File: src/rtl/mem_ctrl_if.sv
// Bus bundle for mem_ctrl: fetch port, load/store port, byte-wide RAM port and status.
// master = requesters plus RAM model side, slave = the controller.
interface mem_ctrl_if;
    logic        if_req;
    logic [31:0] if_addr;
    logic [31:0] if_data;
    logic        if_done;
    logic        mm_req;
    logic        mm_wr;
    logic [1:0]  mm_len;
    logic [31:0] mm_addr;
    logic [31:0] mm_wdata;
    logic [31:0] mm_rdata;
    logic        mm_done;
    logic [7:0]  ram_rn;
    logic [7:0]  ram_wn;
    logic [31:0] ram_a;
    logic        ram_wr;
    logic        busy;
    logic [1:0]  state_dbg;

    modport master (
        output if_req, if_addr, mm_req, mm_wr, mm_len, mm_addr, mm_wdata, ram_rn,
        input  if_data, if_done, mm_rdata, mm_done, ram_wn, ram_a, ram_wr, busy, state_dbg
    );

    modport slave (
        input  if_req, if_addr, mm_req, mm_wr, mm_len, mm_addr, mm_wdata, ram_rn,
        output if_data, if_done, mm_rdata, mm_done, ram_wn, ram_a, ram_wr, busy, state_dbg
    );
endinterface

File: src/rtl/mem_ctrl.sv
// Byte-serial memory controller: one fetch port and one load/store port sharing a synchronous byte RAM.
// Optional macro MEMCTRL_FAIR_ARB_EN selects round-robin tie arbitration (default: load/store wins ties).
module mem_ctrl (
    input  logic      clk,
    input  logic      rst,
    mem_ctrl_if.slave bus
);

    // Handshake: a requester raises *_req and holds it (with its operands) until its *_done
    // strobe; operands are latched at the grant edge, so dropping the request early never aborts.
    typedef enum logic [1:0] {IDLE = 2'd0, RD = 2'd1, WR = 2'd2} state_t;

    state_t      state;
    logic [2:0]  k;
    logic [2:0]  n;
    logic [31:0] addr;
    logic [31:0] wdata;
    logic [31:0] rbuf;
    logic        is_fetch;
`ifdef MEMCTRL_FAIR_ARB_EN
    logic        last_fetch;
`endif

    logic        grant_if;
    logic        grant_mm;
    logic [2:0]  k_nxt;
    logic [1:0]  byte_idx;
    logic [31:0] rd_word;

    always_comb begin
        grant_if = 1'b0;
        grant_mm = 1'b0;
        if (state == IDLE) begin
            if (bus.if_req && bus.mm_req) begin
`ifdef MEMCTRL_FAIR_ARB_EN
                grant_mm = last_fetch;
                grant_if = !last_fetch;
`else
                grant_mm = 1'b1;
`endif
            end else begin
                grant_if = bus.if_req;
                grant_mm = bus.mm_req;
            end
        end
    end

    // In RD, k counts addresses issued; the byte for address k-1 is on ram_rn this cycle.
    always_comb begin
        k_nxt    = k + 3'd1;
        byte_idx = 2'(k - 3'd1);
        rd_word  = rbuf | ({24'd0, bus.ram_rn} << {byte_idx, 3'b000});
    end

    always_ff @(posedge clk or negedge rst) begin
        if (!rst) begin
            state        <= IDLE;
            k            <= 3'd0;
            n            <= 3'd0;
            addr         <= 32'd0;
            wdata        <= 32'd0;
            rbuf         <= 32'd0;
            is_fetch     <= 1'b0;
`ifdef MEMCTRL_FAIR_ARB_EN
            last_fetch   <= 1'b1;
`endif
            bus.ram_wr   <= 1'b0;
            bus.ram_a    <= 32'd0;
            bus.ram_wn   <= 8'd0;
            bus.if_done  <= 1'b0;
            bus.mm_done  <= 1'b0;
            bus.if_data  <= 32'd0;
            bus.mm_rdata <= 32'd0;
        end else begin
            bus.if_done <= 1'b0;
            bus.mm_done <= 1'b0;
            case (state)
                IDLE: begin
                    if (grant_if || grant_mm) begin
                        is_fetch <= grant_if;
                        k        <= 3'd0;
                        rbuf     <= 32'd0;
`ifdef MEMCTRL_FAIR_ARB_EN
                        last_fetch <= grant_if;
`endif
                        if (grant_if) begin
                            addr      <= bus.if_addr;
                            n         <= 3'd4;
                            bus.ram_a <= bus.if_addr;
                            state     <= RD;
                        end else begin
                            addr      <= bus.mm_addr;
                            n         <= {1'b0, bus.mm_len} + 3'd1;
                            wdata     <= bus.mm_wdata;
                            bus.ram_a <= bus.mm_addr;
                            if (bus.mm_wr) begin
                                bus.ram_wr <= 1'b1;
                                bus.ram_wn <= bus.mm_wdata[7:0];
                                state      <= WR;
                            end else begin
                                state <= RD;
                            end
                        end
                    end
                end
                RD: begin
                    if (k != 3'd0) rbuf <= rd_word;
                    if (k == n) begin
                        state     <= IDLE;
                        k         <= 3'd0;
                        bus.ram_a <= 32'd0;
                        if (is_fetch) begin
                            bus.if_data <= rd_word;
                            bus.if_done <= 1'b1;
                        end else begin
                            bus.mm_rdata <= rd_word;
                            bus.mm_done  <= 1'b1;
                        end
                    end else begin
                        k         <= k_nxt;
                        bus.ram_a <= (k_nxt < n) ? addr + {29'd0, k_nxt} : 32'd0;
                    end
                end
                WR: begin
                    if (k_nxt == n) begin
                        state       <= IDLE;
                        k           <= 3'd0;
                        bus.ram_wr  <= 1'b0;
                        bus.ram_a   <= 32'd0;
                        bus.ram_wn  <= 8'd0;
                        bus.mm_done <= 1'b1;
                    end else begin
                        k          <= k_nxt;
                        bus.ram_a  <= addr + {29'd0, k_nxt};
                        bus.ram_wn <= 8'(wdata >> {k_nxt[1:0], 3'b000});
                    end
                end
                default: state <= IDLE;
            endcase
        end
    end

    assign bus.busy      = (state != IDLE);
    assign bus.state_dbg = state;

endmodule

File: src/flat_wrapper.sv
// flat-port wrapper written by rule: the top's interface ports become plain ports
module mem_ctrl_flat 
  (clk, rst, bus_if_req, bus_if_addr, bus_mm_req, bus_mm_wr, bus_mm_len, bus_mm_addr, bus_mm_wdata, bus_ram_rn, bus_if_data, bus_if_done, bus_mm_rdata, bus_mm_done, bus_ram_wn, bus_ram_a, bus_ram_wr, bus_busy, bus_state_dbg);
  mem_ctrl_if bus_i ();
  input  logic clk;
  input  logic rst;
  input wire logic [$bits(bus_i.if_req)-1:0] bus_if_req;
  input wire logic [$bits(bus_i.if_addr)-1:0] bus_if_addr;
  input wire logic [$bits(bus_i.mm_req)-1:0] bus_mm_req;
  input wire logic [$bits(bus_i.mm_wr)-1:0] bus_mm_wr;
  input wire logic [$bits(bus_i.mm_len)-1:0] bus_mm_len;
  input wire logic [$bits(bus_i.mm_addr)-1:0] bus_mm_addr;
  input wire logic [$bits(bus_i.mm_wdata)-1:0] bus_mm_wdata;
  input wire logic [$bits(bus_i.ram_rn)-1:0] bus_ram_rn;
  output wire logic [$bits(bus_i.if_data)-1:0] bus_if_data;
  output wire logic [$bits(bus_i.if_done)-1:0] bus_if_done;
  output wire logic [$bits(bus_i.mm_rdata)-1:0] bus_mm_rdata;
  output wire logic [$bits(bus_i.mm_done)-1:0] bus_mm_done;
  output wire logic [$bits(bus_i.ram_wn)-1:0] bus_ram_wn;
  output wire logic [$bits(bus_i.ram_a)-1:0] bus_ram_a;
  output wire logic [$bits(bus_i.ram_wr)-1:0] bus_ram_wr;
  output wire logic [$bits(bus_i.busy)-1:0] bus_busy;
  output wire logic [$bits(bus_i.state_dbg)-1:0] bus_state_dbg;
  assign bus_i.if_req = bus_if_req;
  assign bus_i.if_addr = bus_if_addr;
  assign bus_i.mm_req = bus_mm_req;
  assign bus_i.mm_wr = bus_mm_wr;
  assign bus_i.mm_len = bus_mm_len;
  assign bus_i.mm_addr = bus_mm_addr;
  assign bus_i.mm_wdata = bus_mm_wdata;
  assign bus_i.ram_rn = bus_ram_rn;
  assign bus_if_data = bus_i.if_data;
  assign bus_if_done = bus_i.if_done;
  assign bus_mm_rdata = bus_i.mm_rdata;
  assign bus_mm_done = bus_i.mm_done;
  assign bus_ram_wn = bus_i.ram_wn;
  assign bus_ram_a = bus_i.ram_a;
  assign bus_ram_wr = bus_i.ram_wr;
  assign bus_busy = bus_i.busy;
  assign bus_state_dbg = bus_i.state_dbg;
  mem_ctrl u_core (.clk(clk), .rst(rst), .bus(bus_i));
endmodule
File: config.mk
export PLATFORM = sky130hd
export DESIGN_NAME = mem_ctrl_flat
export DESIGN_NICKNAME = d
export VERILOG_FILES = /design/src/rtl/mem_ctrl_if.sv /design/src/rtl/mem_ctrl.sv /design/src/flat_wrapper.sv
export SDC_FILE = /design/constraint.sdc
export NUM_CORES = 1
export LEC_CHECK = 0
export ABC_CLOCK_PERIOD_IN_PS = 5100
export CORE_MARGIN = 10
export CORE_UTILIZATION = 55
export CTS_BUF_LIST = sky130_fd_sc_hd__clkbuf_16
export DETAILED_ROUTE_END_ITERATION = 6
export PLACE_DENSITY = 0.95
export SLEW_MARGIN = 5
export SYNTH_ARGS = -nofsm -noshare
export SYNTH_HDL_FRONTEND = slang
export SYNTH_SLANG_ARGS = --single-unit
File: constraint.sdc
create_clock -name clk -period 5.1 [get_ports clk]
set_clock_uncertainty 0.15 [all_clocks]
set_input_delay 1.02 -clock clk [delete_from_list [all_inputs] [get_ports clk]]
set_output_delay 1.02 -clock clk [all_outputs]
set_load 0.01 [all_outputs]
======== Word-level counts from Yosys, hierarchy flattened ========
Cells that the tools add are included.
word-level totals
  register bits ........................... 212
operators by class
  order comparisons ....................... 1
  equality and inequality tests ........... 10
  shift operators ......................... 2
  mux-type cells .......................... 41
  reductions and logical operators ........ 17
  $add $sub $neg .......................... 4
  bitwise logic cells ..................... 3
operators by type and width
  cell                                                              count
  32-bit 2-to-1 mux                                                 7
  32-bit case mux with 3 select lines                               1
  32-bit case mux with 2 select lines                               1
  32-bit by 3-bit adder with 32-bit output                          1
  8-bit 2-to-1 mux                                                  4
  32-bit bitwise OR                                                 1
  8-bit by 5-bit left shift with 32-bit output                      1
  32-bit by 5-bit >> shifter with 8-bit output                      1
  8-bit case mux with 2 select lines                                1
  3-bit AND reduction                                               5
  1-bit 2-to-1 mux                                                  14
  3-bit 2-to-1 mux                                                  4
  2-bit 2-to-1 mux                                                  5
  3-bit case mux with 3 select lines                                1
  3-bit equality test                                               2
  2-bit by 1-bit != test with 1-bit output (second input constant)  3
  2-bit != test (second input constant)                             3
  2-bit case mux with 3 select lines                                1
  2-bit nonzero test                                                3
  3-bit nonzero test                                                2
  5-bit AND reduction                                               1
  1-bit case mux with 2 select lines                                2
  2-bit AND reduction                                               2
  4-bit AND reduction                                               1
  10 further kinds                                                  11

======== Depth between registers and ports, before layout ========
Gate-level depths: netlist of run 1.
  depth after elaboration ................. 6
  gate-level depth with buffers ........... 11
  gate-level depth less buffers ........... 8

======== Least setup slack after synthesis of run 1 ========
OpenSTA, ideal clock, no wires.
  path kind ............................... reg2reg
  from .................................... register u_core.k[0]
  to ...................................... register u_core.bus.ram_a[30]
  path buffers ............................ 3
  slack ................................... 2.277 ns
  data arrival time ....................... 2.588 ns
  stages on the path, launching flop included .. 12
  data required time ...................... 4.864 ns
  cell sequence ........................... dfrtp_1 -> buf_2 -> buf_4 -> inv_1 -> ha_1 -> ha_1 -> nor2b_1 -> o21a_1 -> o41ai_4 -> nand2_4 -> buf_6 -> o221ai_2
between the ends
  word-level cells in the longest chain between the ends .. 5
  elaborated cells between the ends (all ways) .. 9
  classes of those cells .................. 2 x add/sub; 1 x order compare; 2 x eq/ne; 4 x mux
ends and longest elaborated chain
  element                                                                                        line                              RTL
  start, declared                                                                                mem_ctrl.sv:14                    logic [2:0] k;
  start signal, assigned                                                                         mem_ctrl.sv:120                   k <= k_nxt;
  start signal, assigned                                                                         mem_ctrl.sv:133                   k <= k_nxt;
  3-bit by 1-bit adder with 3-bit output                                                         mem_ctrl.sv:50                    k_nxt = k + 3'd1;
  32-bit by 3-bit adder with 32-bit output / 3-bit less-than comparator (equally long branches)  mem_ctrl.sv:121, mem_ctrl.sv:134
  32-bit 2-to-1 mux                                                                              mem_ctrl.sv:121                   bus.ram_a <= (k_nxt < n) ? addr + {29'd0, k_nxt} : 32'd0;
  32-bit 2-to-1 mux                                                                              mem_ctrl.sv:108                   if (k == n) begin
  32-bit case mux with 3 select lines *                                                          mem_ctrl.sv:77                    case (state)
  end signal, assigned                                                                           mem_ctrl.sv:89                    bus.ram_a <= bus.if_addr;
  end signal, assigned                                                                           mem_ctrl.sv:121
  end signal, assigned                                                                           mem_ctrl.sv:134                   bus.ram_a <= addr + {29'd0, k_nxt};
  end, declared                                                                                  mem_ctrl_if.sv:29                 output if_data, if_done, mm_rdata, mm_done, ram_wn, ram_a, ram_wr, busy, state_dbg
Mark *: on every way between the ends. The rest lies on a longest branch, timed or not.
A chain may end at the register's enable or synchronous reset.

======== Worst setup path in the final report of run 1 ========
  from .................................... register u_core.k[0]
  to ...................................... register u_core.bus.ram_a[24]
Same word-level chain as after synthesis.

==> results of run 1 <==
cells by family after synthesis:
group	Yosys count	share of synthesized area, %
and+or+nand+nor	382	17.2
muxes	38	4.84
xor gates and xnor gates	31	2.81
buffers and inverters	83	3.63
adders and majority gates	13	1.71
AOI/OAI and AO/OA	300	16.4
DFF	212	53.5
worst min-delay path by stage:
stage,from,endpoint,cells past startpoint
2_1_floorplan,u_core.wdata[24],u_core.wdata[24],2
3_3_place_gp,u_core.wdata[17],u_core.wdata[17],2
5_1_grt,u_core.wdata[8],u_core.wdata[8],2
6_report,u_core.wdata[16],u_core.wdata[16],2
3_5_place_dp,u_core.wdata[16],u_core.wdata[16],2
4_1_cts,u_core.wdata[16],u_core.wdata[16],2
routing by layer:
metal  wire length [um]  vias up  GRT usage [%]
met1              11200     4244           27.5
li1                   -     3981              -
met4               1000        0           8.95
met2              14400      412           39.4
met5                  0        -              0
met3               2710       69           7.65
critical path: stages (launching register included):
cell	delay, ns
dfrtp_1	0.32
buf_4	0.28
inv_1	0.16
ha_1	0.83
ha_1	0.40
nor2b_1	0.14
o21a_1	0.18
o41ai_4	0.90
nand2_4	0.31
o21ai_0	0.26
power groups by stage:
stage | Sequential, mW | Combinational [mW] | Clock (mW)
after floorplan | 3.00 | 1.86 | 0
after global placement | 2.93 | 3.27 | 0
after detailed placement | 2.97 | 3.41 | 0
after CTS | 2.96 | 3.44 | 1.77
after global routing | 3.04 | 3.77 | 1.85
final | 2.98 | 3.42 | 1.76
synthesized netlist by cell type, types with 2 or more instances:
master	n
buf_6	3
buf_2	15
nor2_1	57
buf_4	2
o21ai_0	114
and4_1	8
o22ai_1	4
nand3b_1	3
o221ai_2	2
ha_1	12
nor2b_1	11
a31oi_1	2
nand3_1	11
nor4_1	3
nor3_1	6
o21a_1	2
mux4_2	8
and2_1	3
a21boi_0	4
dfrtp_1	212
clkbuf_1	40
xnor2_1	6
o21ai_1	10
xor2_1	24
buf_1	11
inv_1	12
nand4_1	13
nand2_1	248
mux2i_1	30
a21oi_1	147
nand2b_1	2
and3b_1	2
and3_1	6
nor4_4	2
a21o_1	2
layout make-up:
cell class | count | area, sq um
clock buffer | 21 | 526
clock inverter | 15 | 246
fill | 1212 | 4860
inverter | 12 | 45.0
multi-input combinational | 764 | 4270
sequential | 212 | 5310
tap | 229 | 287
timing repair buffer | 233 | 2300
through the flow:
step / std cells / setup WS, ns / util (%)
5_1_grt: 1486 / 0.850 / 72.8
3_3_place_gp: 1450 / 1.25 / 68.4
6_report: 1486 / 1.06 / 72.8
4_1_cts: 1486 / 1.10 / 72.8
3_5_place_dp: 1450 / 1.10 / 68.4
2_1_floorplan: 1059 / 2.28 / -
layout by cell type (no fill, tap or decap), types with 21 or more instances in the layout:
cell	instances
nand2_1	248
o21ai_0	113
clkbuf_16	21
a21oi_1	147
xor2_1	24
nor2_1	56
dfrtp_1	212
clkdlybuf4s50_1	219
mux2i_1	30
sequential cells by signal (all words and copies together), names as in the netlist:
register and count:
u_core.addr 32, u_core.bus.if_data 32, u_core.bus.if_done 1, u_core.bus.mm_done 1, u_core.bus.mm_rdata 32, u_core.bus.ram_a 32, u_core.bus.ram_wn 8, u_core.bus.ram_wr 1
u_core.bus.state_dbg 2, u_core.is_fetch 1, u_core.k 3, u_core.n 3, u_core.rbuf 32, u_core.wdata 32
==> run_results.csv, run 1 <==
group,metric,value,unit
outcome,status,"finished, final reports clean",
timing,final_max_slew_viol_count,0,
worst_setup_path,worst_setup_path_start_kind,"flop",
die,core-area,17800,sq um
worst_setup_path,worstReg2RegEnd,"u_core.bus.ram_a[24]",
power,leakagePower,5.75,nW
drt,via_count,8706,
power,swShare,38.2,%
die,initial_core_util,55.6,%
timing,fmax,247,MHz
place,dp_hpwl,20500,um
timing,hold-worst-slack,0.327,ns
final_layout,syn_to_final_growth,30.8,%
place,gp_congestion,0.856,
die,num_rows,49,
drt,drc,0,
timing,final_hold_viol_count,0,
worst_setup_path,arrival,4.30,ns
drt,viasPerCell,5.86,
synth,syn-num-nets,1183,
cts,postCtsSetupBuffers,0,
synth,avgSynthCellArea,9.37,sq um
synth,synthCells,1059,
drt,dr.pass1.iters,5,
worst_setup_path,r2r_start,"u_core.k[0]",
final_layout,final_area,13000,sq um
worst_setup_path,r2r_slack,1.06,ns
worst_setup_path,reg2reg_depth,9,
global_route,grt_overflow,0,
drt,wl,29200,um
hold_path,hold_path.class,"reg2reg",
timing,fin_crit,4.04,ns
synth,yosysWarnings,0,
final_layout,num_antenna_cells,0,
synth,netlist_area,9920,sq um
global_route,antenna_found_initial,0,
drt,drt-wirelength-per-cell,19.7,um
die,die_x,154,um
die,die_h,154,um
synth,synth.area.top_cells,"dfrtp_1 (53%), nand2_1 (9.4%), a21oi_1 (7.4%)",
synth,yosysTopAreaCell,"dfrtp_1",
drt,drtIter0Drc,622,
cts,post_cts_resized,0,
synth,ys.flop_type,"dfrtp_1",
synth,yosys.cell_types.count,57,
worst_setup_path,end_kind,"flop",
global_route,grt_use_total,23.5,%
die,dieArea,23800,sq um
power,switchingPower,3.11,mW
synth,synth_top_area_share,53.5,%
global_route,grt_pass1_wl,46700,um
synth,async_reset_ff_share,100,%
cts,cts_root_buf,"clkbuf_16",
power,power_density,628,nW/um^2
cts,cts.sinks,212,
timing,worstMarginPinSlew,1.20,ns
cts,cts-htree-levels,1,
cts,cts_tree,"built",
timing,setup-tns-final,0,ns
place,post_dp_cell_area,12200,sq um
power,p_total,8.16,mW
final_layout,drive_above_1_share,5.81,%
synth,yosysSeqAreaShare,53.5,%
cts,clockBufferDepth,3,
final_layout,nets,1368,
timing,fin_crit_sh,79.2,%
synth,ys_ff_latch,212,
place,portBuffers,220,
power,p_int,5.04,mW
global_route,grt_max_degree,119,
worst_setup_path,cp.required,5.35,ns
power,combPwrFrac,41.9,%
run,drv_cap,0,
power,power_frac_seq,36.5,%
drt,ant_nets,0,
cts,clock_latency,0.49,ns
worst_setup_path,endpoint,"u_core.bus.ram_a[24]",
die,ios,221,
power,peakVddDrop,0.000379,V
worst_setup_path,path_class,"reg2reg",
worst_setup_path,startpoint,"u_core.k[0]",
timing,rsz0062_at_grt,"false",
synth,synth_edf_count,0,
cts,clk_pin_slew,0.07,ns
timing,relSlewSlack,20.2,%
power,clkPwrFrac,21.6,%
cts,ctsHoldBuffers,0,
global_route,grt_pass1_vias,9017,
cts,numCtsBuffers,21,
worst_setup_path,crit_path_max_fanout,20,
timing,finalSetupViolCount,0,
(Power assumes the default switching activity.)
==> inputs of run 2 (changes only) <==
- ABC_CLOCK_PERIOD_IN_PS: 5100 -> 4100
- CORE_UTILIZATION: 55 -> 51
- PLACE_DENSITY: 0.95 -> 0.9
- clock period: 5.1 -> 4.1 ns (I/O delays scaled with it)
==> run 2 against run 1 <==
  * Cell count is 2.7% higher
  * Clock power is 10% higher
  * Non-clock buffer count is 7 higher
  * Combinational power is 26% higher
  * Utilization is 3.9 points lower
  * Worst setup slack worse by 0.21 ns
  * Power is 22% higher
  * Hold slack worse by 0.054 ns
  * Sequential share of layout area is 0.11 points lower
  * Register-to-register slack worse by 0.21 ns
  * First-iteration DRC count is 7.6% higher
  * Highest routed layer is now met5
==> run_results.csv, run 2 (synthesis gave the netlist of run 1 again) <==
group,metric,value,unit
place,dp_hpwl,20700,um
power,clkPwrFrac,19.6,%
worst_setup_path,arrival,3.51,ns
timing,final_max_slew_viol_count,0,
die,die_h,159,um
timing,final_hold_viol_count,0,
cts,clock_latency,0.51,ns
power,combPwrFrac,43.3,%
power,swShare,38.8,%
global_route,grt_overflow,0,
power,switchingPower,3.84,mW
die,initial_core_util,52.5,%
final_layout,fin_util,68.9,%
drt,ant_nets,0,
power,power_density,762,nW/um^2
global_route,grt_pass1_wl,47000,um
cts,cts_root_buf,"clkbuf_16",
worst_setup_path,end_kind,"flop",
timing,relSlewSlack,36.7,%
die,dieArea,25400,sq um
power,peakVddDrop,0.000435,V
place,gp_congestion,0.890,
cts,ctsHoldBuffers,0,
cts,cts.sinks,212,
worst_setup_path,crit_path_top_delay_cell,"ha_1",
global_route,grt_use_total,22.0,%
final_layout,layout.cells.non_filler,1526,
power,leakagePower,5.78,nW
drt,drc,0,
die,core-area,18900,sq um
worst_setup_path,crit_path_max_fanout,18,
final_layout,drive_above_1_share,6.16,%
worst_setup_path,cp_common_cell,"buf_4",
cts,clockBufferDepth,3,
timing,finalSetupViolCount,0,
worst_setup_path,cp_cell_sequence,"buf_4 -> inv_1 -> ha_1 -> buf_4 -> ha_1 -> nor2b_1 -> o21a_1 -> o41ai_4 -> buf_4 -> nand2_4 -> o21ai_0",
final_layout,final_cell_mix,"nand2_1 (248), clkdlybuf4s50_1 (219), dfrtp_1 (212)",
global_route,antenna_found_initial,2,
cts,postCtsSetupBuffers,0,
die,ios,221,
final_layout,num_antenna_cells,0,
global_route,grt_pass1_vias,8942,
timing,worstMarginPinSlew,0.942,ns
outcome,status,"finished, final reports clean",
timing,setup-tns-final,0,ns
drt,wl,28900,um
cts,cts-htree-levels,1,
drt,via_count,8679,
power,p_int,6.07,mW
worst_setup_path,worst_setup_path_start_kind,"flop",
hold_path,hold_path.class,"in2async",
timing,fin_crit,3.25,ns
drt,dr.pass1.iters,5,
cts,post_cts_resized,0,
drt,drtIter0Drc,669,
worst_setup_path,cp.required,4.36,ns
timing,fin_crit_sh,79.3,%
cts,cts_tree,"built",
final_layout,layout_commonest_cell,"nand2_1",
drt,viasPerCell,5.69,
global_route,grt_max_degree,110,
power,power_frac_seq,37.1,%
worst_setup_path,path_class,"reg2reg",
cts,clk_pin_slew,0.06,ns
die,num_rows,50,
final_layout,syn_to_final_growth,31.2,%
worst_setup_path,cpPeakStageDelay,0.38,ns
final_layout,nets,1376,
timing,fmax,307,MHz
drt,drt-wirelength-per-cell,19.0,um
cts,numCtsBuffers,22,
place,portBuffers,220,
power,p_total,9.91,mW
timing,rsz0062_at_grt,"false",
run,drv_cap,0,
die,die_x,159,um
place,post-place-cells,1488,
[run 2: changes by cell type in the layout (fill, tap and decap cells not counted), moves of 2 or more]
cell       change
buf_12         +2
buf_4          +5
bufinv_16      -5
clkbuf_16      +2
clkinv_1       -2
inv_1          +6
[run 2: cell type report]
type	instances	area, sq um
Sequential cell	212	5310
Inverter	12	45.0
Multi-Input combinational cell	764	4270
Clock inverter	15	116
Clock buffer	23	576
Tap cell	260	325
Timing Repair Buffer	240	2380
Fill cell	1424	5870
[run 2: metrics by stage]
stage | hold WS, ns | setup WS, ns | area [sq um]
final | 0.273 | 0.848 | 13000
after global routing | 0.339 | 0.675 | 13000
after CTS | 0.324 | 0.832 | 13000
after detailed placement | 0.309 | 0.864 | 12300
after global placement | 0.304 | 1.01 | 12300
after floorplan | 0.290 | 1.28 | 9920
[run 2: critical path, delay by kind of cell, from the launching register on]
family / cells / cell delay (ns)
and+or+nand+nor: 2 / 0.31
DFF: 1 / 0.33
AOI/OAI and AO/OA: 3 / 0.65
adders and majority gates: 2 / 0.69
buffers and inverters: 4 / 1.01
[run 2: power groups by stage]
stage,Combinational [mW],Clock (mW),Sequential (mW)
floorplan,2.32,0,3.73
CTS,4.33,1.96,3.66
finish,4.30,1.94,3.68
global route,4.75,2.06,3.77
detailed placement,4.30,0,3.67
global placement,4.12,0,3.64
[run 2: final timing paths]
path,cells past startpoint,end,start,slack [ns]
min in group clk,2,u_core.bus.mm_rdata[30],u_core.bus.mm_rdata[30],0.32
worst max-delay path,11,u_core.bus.ram_a[21],u_core.k[0],0.85
worst min register to register,2,u_core.bus.mm_rdata[30],u_core.bus.mm_rdata[30],0.32
worst max register to register,11,u_core.bus.ram_a[21],u_core.k[0],0.85
worst min-delay path,1,u_core.bus.ram_wn[2],rst,0.27
max in group asynchronous,2,u_core.addr[0],rst,2.61
[run 2: per-layer routing]
layer | vias up | global-route usage (%) | wire [um] | part of all wire (%)
met5 | - | 0 | 23 | 0.079
met3 | 63 | 5.99 | 2560 | 8.9
li1 | 4008 | - | - | -
met1 | 4192 | 26.5 | 11300 | 39
met2 | 412 | 37.9 | 14400 | 50
met4 | 4 | 5.86 | 657 | 2.3
==> inputs of run 3 (changes only) <==
- ABC_CLOCK_PERIOD_IN_PS: 4100 -> 3200
- clock period: 4.1 -> 3.2 ns (I/O delays scaled with it)
==> run 3 against run 2 <==
  * Clock power grew 33%
  * Count of clock-buffer cells in the layout unchanged
  * Global-route usage about the same
  * Highest routed layer is now met4
  * Critical path type is now reg2out
  * Largest power group unchanged
==> run_results.csv, run 3 (synthesis gave the netlist of run 1 again) <==
group,metric,value,unit
outcome,status,"finished, final reports clean",
drt,dr.pass1.iters,5,
worst_setup_path,crit_path_top_delay_cell,"clkdlybuf4s50_1",
worst_setup_path,startpoint,"u_core.bus.state_dbg[0]",
worst_setup_path,r2r_start,"u_core.k[0]",
worst_setup_path,worst_setup_path_start_kind,"flop",
drt,ant_nets,0,
worst_setup_path,cp.required,2.41,ns
global_route,grt_overflow,0,
cts,cts.sinks,212,
final_layout,final_cell_mix,"nand2_1 (248), clkdlybuf4s50_1 (219), dfrtp_1 (212)",
timing,hold-worst-slack,0.325,ns
final_layout,fillers,1427,
cts,clock_latency,0.49,ns
drt,drc,0,
drt,drtIter0Drc,754,
power,peakVddDrop,0.000531,V
worst_setup_path,end_kind,"output pin",
timing,rsz0062_at_grt,"false",
run,drv_cap,0,
cts,cts_tree,"built",
worst_setup_path,arrival,2.16,ns
global_route,antenna_found_initial,0,
die,core-area,18900,sq um
timing,setup-tns-final,0,ns
global_route,grt_pass1_vias,8776,
drt,viasPerCell,5.60,
worst_setup_path,cp_cell_sequence,"inv_1 -> ha_1 -> inv_1 -> clkdlybuf4s50_1",
worst_setup_path,cpPeakStageDelay,0.55,ns
drt,drt-wirelength-per-cell,19.2,um
worst_setup_path,path_class,"reg2out",
cts,clockBufferDepth,3,
worst_setup_path,cp_common_cell,"inv_1",
cts,clk_pin_slew,0.06,ns
power,leakagePower,5.85,nW
timing,finalSetupViolCount,0,
timing,fmax,339,MHz
worst_setup_path,crit_family,"buffers and inverters",
final_layout,layout_commonest_cell,"nand2_1",
final_layout,syn_to_final_growth,32.6,%
global_route,grt_max_degree,78,
timing,final_hold_viol_count,0,
final_layout,nets,1387,
hold_path,hold_path.class,"reg2reg",
place,portBuffers,220,
timing,final_max_slew_viol_count,0,
die,die_x,159,um
die,dieArea,25400,sq um
place,dp_hpwl,21200,um
cts,numCtsBuffers,22,
global_route,grt_pass1_wl,46900,um
worst_setup_path,worst-path-buf-inv,3,
global_route,grt_use_total,22.0,%
drt,via_count,8613,
drt,wl,29600,um
worst_setup_path,crit_path_max_fanout,11,
die,initial_core_util,52.5,%
die,ios,221,
timing,relSlewSlack,38.8,%
final_layout,drive_above_1_share,7.13,%
place,gp_congestion,0.861,
final_layout,num_antenna_cells,0,
cts,cts_root_buf,"clkbuf_16",
timing,worstMarginPinSlew,0.911,ns
timing,fin_crit,2.95,ns
die,num_rows,50,
timing,fin_crit_sh,92.2,%
die,die_h,159,um
cts,cts-htree-levels,1,
cts,post_cts_resized,0,
power,power_density,983,nW/um^2
hold_path,worstHoldStart,"u_core.wdata[17]",
==> run 3: per-layer routing <==
metal / wire length [um] / vias to the layer above / global-route usage [%] / part of all wire [%]
met4: 479 / 0 / 4.51 / 1.6
met2: 14700 / 353 / 37.7 / 50
met1: 11800 / 4198 / 26.8 / 40
met5: 0 / - / 0 / 0
li1: - / 4028 / - / -
met3: 2530 / 34 / 6.71 / 8.6
==> run 3: worst register-to-register path, cell delays in order (launching register included) <==
cell,delay (ns)
dfrtp_1,0.41
ha_1,0.25
xor2_1,0.20
ha_1,0.40
o211ai_2,0.22
nor4_4,0.61
nand4_1,0.16
a221oi_1,0.34
nor2_1,0.08
==> run 3: what timing repair did <==
action,CTS,global route
hold endpoints to repair,6,0
setup buffers,0,4
hold buffers,1,0
setup endpoints to repair,0,4
==> run 3: worst paths after layout <==
kind	endpoint	slack (ns)	cells after the start
min in group asynchronous	u_core.wdata[15]	0.54	2
hold / removal	u_core.wdata[17]	0.32	2
hold reg to reg	u_core.wdata[17]	0.32	2
max in group asynchronous	u_core.addr[3]	1.52	3
setup / recovery	bus_busy	0.25	4
setup reg to reg	u_core.bus.ram_a[31]	0.26	8
==> run 3: final cells by class <==
class                           count  area [sq um]  area share [%]
Sequential cell                   212          5310            40.3
Multi-Input combinational cell    764          4270            32.4
Timing Repair Buffer              251          2490            18.9
Clock buffer                       23           576            4.37
Tap cell                          260           325            2.47
Clock inverter                     15           148            1.12
Inverter                           12          45.0           0.342
==> run 3: report_power, final <==
part	switching [mW]	internal (mW)
combinational	3.07	2.55
sequential	0.899	3.85
clock	1.04	1.54
==> run 3: stage by stage <==
stage          setup slack [ns]  area [sq um]  utilization (%)  total power [mW]  instances
3_3_place_gp              0.244         12400             65.6              10.0       1494
3_5_place_dp             0.0850         12400             65.6              10.3       1494
6_report                  0.249         13200             69.7              12.9       1537
2_1_floorplan             0.377          9920                -              7.74       1059
5_1_grt                  0.0871         13200             69.7              13.7       1537
4_1_cts                   0.101         13100             69.5              12.9       1533
